<file path="config.mk">
export PLATFORM = sky130hd
export DESIGN_NAME = c1_zone_decode
export DESIGN_NICKNAME = d
export VERILOG_FILES = /design/src/rtl/c1_zone_decode_pkg.sv /design/src/rtl/c1_zone_lut.sv /design/src/rtl/c1_zone_decode.sv
export SDC_FILE = /design/constraint.sdc
export NUM_CORES = 1
export LEC_CHECK = 0
export BUFFER_PORTS_ARGS = -buffer_cell sky130_fd_sc_hd__buf_2
export CORE_MARGIN = 2
export CORE_UTILIZATION = 35
export DETAILED_ROUTE_END_ITERATION = 16
export SYNTH_ARGS = -nofsm -noshare
export SYNTH_HDL_FRONTEND = slang
export SYNTH_HIERARCHICAL = 1
export SYNTH_SLANG_ARGS = --single-unit
</file>
<file path="constraint.sdc">
create_clock -name CLK_68KCLK -period 4.8 [get_ports CLK_68KCLK]
set_input_delay 0.96 -clock CLK_68KCLK [delete_from_list [all_inputs] [get_ports CLK_68KCLK]]
set_output_delay 0.96 -clock CLK_68KCLK [all_outputs]
set_load 0.05 [all_outputs]
</file>
<file path="src/rtl/c1_zone_decode_pkg.sv">
// Shared C1 definitions: CPU address zone nibbles, zone vector layout and the
// bus-cycle FSM encoding used by the zone decoder and the wait-state generator.
package c1_zone_decode_pkg;

    localparam int N_ZONES   = 7;

    // Bit positions inside the active-low zone vector
    localparam int ZONE_ROM  = 0;
    localparam int ZONE_WRAM = 1;
    localparam int ZONE_PORT = 2;
    localparam int ZONE_IO   = 3;
    localparam int ZONE_PAL  = 4;
    localparam int ZONE_CARD = 5;
    localparam int ZONE_SROM = 6;

    localparam logic [3:0] NIB_ROM     = 4'h0;
    localparam logic [3:0] NIB_WRAM    = 4'h1;
    localparam logic [3:0] NIB_PORT    = 4'h2;
    localparam logic [3:0] NIB_IO      = 4'h3;
    localparam logic [3:0] NIB_PAL     = 4'h4;
    localparam logic [3:0] NIB_CARD_LO = 4'h8;
    localparam logic [3:0] NIB_CARD_HI = 4'hB;
    localparam logic [3:0] NIB_SROM    = 4'hC;

    localparam logic [N_ZONES-1:0] ZONES_NONE = '1;

    typedef enum logic [1:0] {
        ST_IDLE   = 2'd0,
        ST_ACTIVE = 2'd1,
        ST_BERR   = 2'd2
    } c1State_t;

endpackage

</file>
<file path="src/rtl/c1_zone_lut.sv">
// Pure combinational A23..A20 nibble to one-hot-low zone vector; unmapped
// nibbles leave every zone deasserted.
module c1_zone_lut
    import c1_zone_decode_pkg::*;
(
    input  logic [3:0]         addrNibble,
    output logic [N_ZONES-1:0] zoneN
);

    always_comb begin
        zoneN = ZONES_NONE;
        if (addrNibble == NIB_ROM)
            zoneN[ZONE_ROM] = 1'b0;
        else if (addrNibble == NIB_WRAM)
            zoneN[ZONE_WRAM] = 1'b0;
        else if (addrNibble == NIB_PORT)
            zoneN[ZONE_PORT] = 1'b0;
        else if (addrNibble == NIB_IO)
            zoneN[ZONE_IO] = 1'b0;
        else if (addrNibble == NIB_PAL)
            zoneN[ZONE_PAL] = 1'b0;
        else if (addrNibble >= NIB_CARD_LO && addrNibble <= NIB_CARD_HI)
            zoneN[ZONE_CARD] = 1'b0;
        else if (addrNibble == NIB_SROM)
            zoneN[ZONE_SROM] = 1'b0;
    end

endmodule

</file>
<file path="src/rtl/c1_zone_decode.sv">
// C1 address zone decoder: registered zone selects latched at address strobe,
// plus a bus-cycle watchdog that raises nBERR when DTACK never arrives.
module c1_zone_decode
    import c1_zone_decode_pkg::*;
#(
    parameter int TIMEOUT_CYCLES = 64,
    parameter int CNT_W          = 7
) (
    input  logic       CLK_68KCLK,
    input  logic       nRESET,
    input  logic [3:0] M68K_ADDR,
    input  logic       nAS,
    input  logic       nDTACK,
    output logic       nROM_ZONE,
    output logic       nWRAM_ZONE,
    output logic       nPORT_ZONE,
    output logic       nIO_ZONE,
    output logic       nPAL_ZONE,
    output logic       nCARD_ZONE,
    output logic       nSROM_ZONE,
    output logic       nVALID,
    output logic       nBERR
);

    localparam logic [CNT_W-1:0] CNT_LIMIT = CNT_W'(TIMEOUT_CYCLES - 1);
    localparam logic [CNT_W-1:0] CNT_MAX   = '1;

    logic [N_ZONES-1:0] lutZoneN;
    logic [N_ZONES-1:0] zoneReg;
    logic               zoneMapped;
    c1State_t           state;
    logic [CNT_W-1:0]   count;
    logic               nValidReg;
    logic               nBerrReg;

    c1_zone_lut uLut (
        .addrNibble (M68K_ADDR),
        .zoneN      (lutZoneN)
    );

    // Zones follow the address only while the strobe is high, so the select
    // is stable for the whole cycle once the CPU commits to it.
    always_ff @(posedge CLK_68KCLK) begin
        if (!nRESET)
            zoneReg <= ZONES_NONE;
        else if (nAS)
            zoneReg <= lutZoneN;
    end

    assign zoneMapped = ~&zoneReg;

    always_ff @(posedge CLK_68KCLK) begin
        if (!nRESET) begin
            state     <= ST_IDLE;
            count     <= '0;
            nValidReg <= 1'b1;
            nBerrReg  <= 1'b1;
        end else begin
            case (state)
                ST_IDLE: begin
                    if (!nAS) begin
                        state     <= ST_ACTIVE;
                        count     <= '0;
                        nValidReg <= ~zoneMapped;
                        nBerrReg  <= 1'b1;
                    end
                end
                // DTACK wins over the timeout: the limit is only acted on when
                // nDTACK is still high on the deciding edge.
                ST_ACTIVE: begin
                    if (nAS) begin
                        state     <= ST_IDLE;
                        nValidReg <= 1'b1;
                        nBerrReg  <= 1'b1;
                    end else if (nDTACK) begin
                        if (count == CNT_LIMIT) begin
                            state    <= ST_BERR;
                            nBerrReg <= 1'b0;
                        end else if (count != CNT_MAX) begin
                            count <= count + CNT_W'(1);
                        end
                    end
                end
                ST_BERR: begin
                    if (nAS) begin
                        state     <= ST_IDLE;
                        nValidReg <= 1'b1;
                        nBerrReg  <= 1'b1;
                    end
                end
                default: begin
                    state     <= ST_IDLE;
                    nValidReg <= 1'b1;
                    nBerrReg  <= 1'b1;
                end
            endcase
        end
    end

    assign nROM_ZONE  = zoneReg[ZONE_ROM];
    assign nWRAM_ZONE = zoneReg[ZONE_WRAM];
    assign nPORT_ZONE = zoneReg[ZONE_PORT];
    assign nIO_ZONE   = zoneReg[ZONE_IO];
    assign nPAL_ZONE  = zoneReg[ZONE_PAL];
    assign nCARD_ZONE = zoneReg[ZONE_CARD];
    assign nSROM_ZONE = zoneReg[ZONE_SROM];
    assign nVALID     = nValidReg;
    assign nBERR      = nBerrReg;

endmodule

</file>
==> results.cfg, run 1 <==
[power]
power_density_nw_per_um2 = 261
ir_worst_vdd_uv = 202
total_power_uw = 286
power.leakage_nw = 0.447

[sta]
fmax_mhz = 520
fin_crit_ns = 1.92
final.setup.tns_ns = 0
slew-limit-headroom_pct = 61.8
fin_ws_ns = 2.88
fin_hold_ws_ns = 0.468
worstMarginPinSlew_ns = 0.567
finalMaxSlewViolations = 0
hold_violations = 0
setup_viol = 0
finClkSkew_ns = 0.00732
rsz0062_at_grt = false
post-route-period-util_pct = 40.1

[route]
drt_iter0_drc = 17
wl_per_cell_um = 13.3
routed_wl_um = 1980
drc = 0
viasPerCell = 5.67
antenna_left = 0
first_pass_iters = 4
vias = 845

[synthesis]
synth_area_leaders = dfxtp_1 (37%), mux2i_1 (8.2%), ha_1 (5.1%)
ys_seq_area_share_pct = 36.9
synth-seq-cells = 18
syn_area_per_cell_um2 = 9.40
ys_types = 37
synthCells = 104
synth.top_cell.area_share_pct = 36.9
yosys_warnings = 6
synth_common_cells = dfxtp_1 (18), nand2_1 (11), mux2i_1 (8), inv_1 (5), o21ai_0 (5)
synth.most_common_cell = dfxtp_1
yosys.area.top_type = dfxtp_1
syn_area_um2 = 977
synth_nets = 116
synth_flop_cell = dfxtp_1
async_flop_share_pct = 0
synth_edf_count = 0

[clock_tree]
cts.clk_slew.worst_paths_ns = 0.10
post_cts_buffers = 0
cts-resized-gates = 0
htree_num_levels = 1
clock_latency_ns = 0.29
cts_buffers = 3
clk_path_buf_depth = 2
root_buffer = clkbuf_4
postCtsHoldBufs = 0
clock-sinks = 18
cts_tree = done

[grt]
grt_pass1_vias = 749
grt_util_all_layers_pct = 13.3
grt-ovfl-total = 0
grt_max_degree = 23
grt_pass1_wl_um = 3430
antenna_found_initial = 0

[placement]
io_buffers = 16
gp_congestion = 0.810
dp_hpwl_um = 1430
dpl_worst_slack_ns = 2.57

[die]
io_pins = 17
dieArea_um2 = 3230
initial_utilization_pct = 36.1
die_w_um = 56.8
die_h_um = 56.8
core_area_um2 = 2710
rows = 19

[critical_path]
path_max_fanout = 22
endpoint_kind = flip-flop
worstSetupStartpointType = primary input
critPathRequiredTime_ns = 4.99
path_cells = buf_2, and4b_1, o21ai_0, nor3_1, a31o_2
arrival_ns = 2.11
crit_buf_inv = 1
critPathKind = primary input to flip-flop
cp_slowest_cell = buf_2
slowest_delay_ns = 0.36
crit_family = compound AO/OA/AOI/OAI gates

[finish]
area_delta_synth_final_pct = 12.2
fin_util_pct = 40.4
antennaDiodeCount = 0
drive_gt1_share_pct = 21.2
fin_nets = 132

[run_status]
status = finished, final reports clean

[run]
maxCapViolCount = 0

[hold_path]
hold_class = flip-flop to flip-flop
-- kinds of logic after synthesis --
kind of cell / share of synthesized area [%]
fa+ha+maj: 5.12
buf+inv: 4.23
simple gates: 24.8
compound gates: 19.6
flops: 36.9
mux: 9.35
-- worst register-to-register path, delay by kind of cell (launching register included) --
kind            cells  cell delay, ns
compound gates      3            0.71
fa+ha+maj           1            0.30
flops               1            0.37
mux                 1            0.27
buf+inv             1            0.08
-- state kept, by name, indices dropped and copies added, names as in the netlist --
| name | cells |
|---|---|
| state | 2 |
| count | 7 |
| nBERR | 1 |
| nVALID | 1 |
| zoneReg | 7 |
-- worst paths after layout --
path,startpoint,end,slack (ns),depth (start not counted)
hold / removal,count[6]$_SDFFE_PN0P_,count[6]$_SDFFE_PN0P_,0.47,1
setup reg to reg,state[1]$_SDFFE_PN0P_,count[4]$_SDFFE_PN0P_,2.98,6
setup / recovery,nAS,count[4]$_SDFFE_PN0P_,2.88,5
hold reg to reg,count[6]$_SDFFE_PN0P_,count[6]$_SDFFE_PN0P_,0.47,1
-- stage by stage --
step                      instances  cell area [um2]
after floorplan                 104              977
after global placement          146             1070
after detailed placement        146             1070
after CTS                       149             1100
after global routing            149             1100
final                           149             1100
-- cell type report --
cell class              count  area [um2]
flip-flops and latches     18         360
multi-input cells          76         576
clock buffers               3        22.5
repair buffers             16        80.1
fillers                   293        1610
inverters                   5        18.8
well taps                  31        38.8
-- power breakdown --
part           switching, mW  internal, mW  leakage (nW)  total (mW)
registers            0.00313         0.153         0.146       0.156
logic                 0.0331        0.0210         0.287      0.0541
clock network         0.0468        0.0291        0.0138      0.0759
-- placed cells by master, fill, tap and decap left out, drive strengths merged, types with 2 or more instances in the layout --
cell type,count
dfxtp,18
buf,16
nand2,11
mux2i,8
o21ai,7
inv,5
ha,4
nand3,4
nand2b,3
nor3,3
nor2b,3
o311ai,3
o211ai,3
o21a,3
clkbuf,3
or4b,3
nand4,2
nand4bb,2
or4,2
nor2,2
-- layer usage --
metal  global-route usage (%)  vias up  part of all wire [%]
li1                         -      424                     -
met1                     17.3      403                    49
met2                     22.1       16                    47
met3                     2.30        2                   3.5
met4                     4.98        0                  0.71
met5                        0        -                     0
Note: power is estimated with default switching activity, not from simulation.
==> run 2: changes to the inputs <==
==> constraint.sdc (replaced) <==
create_clock -name CLK_68KCLK -period 2 [get_ports CLK_68KCLK]
set_input_delay 0.4 -clock CLK_68KCLK [delete_from_list [all_inputs] [get_ports CLK_68KCLK]]
set_output_delay 0.4 -clock CLK_68KCLK [all_outputs]
set_load 0.05 [all_outputs]
==> results.cfg, run 2 (same netlist as run 1, synthesis figures left out) <==
[run_status]
status = finished, final reports clean

[grt]
grt_max_degree = 23
antenna_found_initial = 0
grt-ovfl-total = 0
grt_pass1_vias = 734
grt_util_all_layers_pct = 12.8
grt_pass1_wl_um = 3190

[clock_tree]
root_buffer = clkbuf_4
post_cts_buffers = 0
postCtsHoldBufs = 0
htree_num_levels = 1
clock_latency_ns = 0.29
cts_buffers = 3
clk_path_buf_depth = 2
cts.clk_slew.worst_paths_ns = 0.09
cts_tree = done
cts-resized-gates = 0
clock-sinks = 18

[critical_path]
rr_worst_depth = 6
path_max_fanout = 11
endpoint_kind = flip-flop
path_cells = inv_1, ha_1, mux2_2, o21ai_1, a211o_2, a31o_2
worstSetupStartpointType = flip-flop
arrival_ns = 1.94
r2r_end = count[4]$_SDFFE_PN0P_
critPathKind = flip-flop to flip-flop
r2r_slack_ns = 0.25
critPathRequiredTime_ns = 2.19
crit_family = compound AO/OA/AOI/OAI gates
cp_slowest_cell = dfxtp_1
crit_buf_inv = 1
r2r_start = state[1]$_SDFFE_PN0P_
slowest_delay_ns = 0.36

[run]
maxCapViolCount = 0

[sta]
finalMaxSlewViolations = 0
fmax_mhz = 571
final.setup.tns_ns = 0
finClkSkew_ns = 0.000811
setup_viol = 0
post-route-period-util_pct = 87.5
hold_violations = 0
slew-limit-headroom_pct = 63.4
rsz0062_at_grt = false
fin_crit_ns = 1.75
worstMarginPinSlew_ns = 0.543

[route]
first_pass_iters = 4
drt_iter0_drc = 9
drc = 0
wl_per_cell_um = 12.7
antenna_left = 0
vias = 839
routed_wl_um = 1910
viasPerCell = 5.59

[die]
rows = 19
die_w_um = 56.8
io_pins = 17
core_area_um2 = 2710
die_h_um = 56.8
initial_utilization_pct = 36.1
dieArea_um2 = 3230

[finish]
top_regs = count x7, zoneReg x7, state x2
antennaDiodeCount = 0
fin_nets = 133
final_cell_mix = dfxtp_1 (18), buf_2 (16), nand2_1 (11), mux2i_1 (8)
nFillCells = 283
multi_input_area_um2 = 576
ff_latch_area_um2 = 360
layout_commonest_cell = dfxtp_1
drive_gt1_share_pct = 21.8
area_delta_synth_final_pct = 12.9

[placement]
dp_hpwl_um = 1400
gp_congestion = 0.748
io_buffers = 16

[hold_path]
hold_class = flip-flop to flip-flop
holdPathEnd = count[6]$_SDFFE_PN0P_
hold_path_depth = 1
min_from = count[6]$_SDFFE_PN0P_

[power]
power_density_nw_per_um2 = 614
ir_worst_vdd_uv = 302
power.leakage_nw = 0.452
total_power_uw = 678
==> run 2: cell types whose count changed in the layout (fill, tap and decap cells not counted), sizes merged <==
cell / delta
buf: +1
==> run 2: through the flow <==
step	hold slack (ns)	setup slack, ns	std cells	util (%)	area [um2]
6_report	0.469	0.250	150	40.7	1100
5_1_grt	0.462	0.133	150	40.7	1100
4_1_cts	0.455	0.245	150	40.7	1100
3_5_place_dp	0.460	0.266	147	39.9	1080
3_3_place_gp	0.453	0.294	147	39.9	1080
2_1_floorplan	0.443	0.459	104	-	977
==> run 2: layout make-up <==
cell class,instances,share of cell area (%)
multi-input cells,76,52.2
flip-flops and latches,18,32.7
inverters,5,1.70
clock buffers,3,2.04
repair buffers,17,7.94
well taps,31,3.51
==> run 2: worst max path at each step <==
stage,start,endpoint,depth (start not counted)
global placement,state[1]$_SDFFE_PN0P_,count[4]$_SDFFE_PN0P_,6
floorplan,state[1]$_SDFFE_PN0P_,count[4]$_SDFFE_PN0P_,7
finish,state[1]$_SDFFE_PN0P_,count[4]$_SDFFE_PN0P_,6
global route,state[1]$_SDFFE_PN0P_,count[5]$_SDFFE_PN0P_,6
detailed placement,state[1]$_SDFFE_PN0P_,count[4]$_SDFFE_PN0P_,6
CTS,state[1]$_SDFFE_PN0P_,count[4]$_SDFFE_PN0P_,6
==> run 2: metal layers <==
metal / track usage, % / share of wire [%]
met5: 0 / 0
met4: 7.97 / 2.6
met3: 2.53 / 3.5
met2: 21.8 / 51
met1: 14.6 / 43
==> run 2: power breakdown <==
| part | internal (mW) | switching, mW |
|---|---|---|
| clock | 0.0701 | 0.103 |
| sequential | 0.367 | 0.00728 |
| combinational | 0.0517 | 0.0781 |
| total | 0.489 | 0.189 |
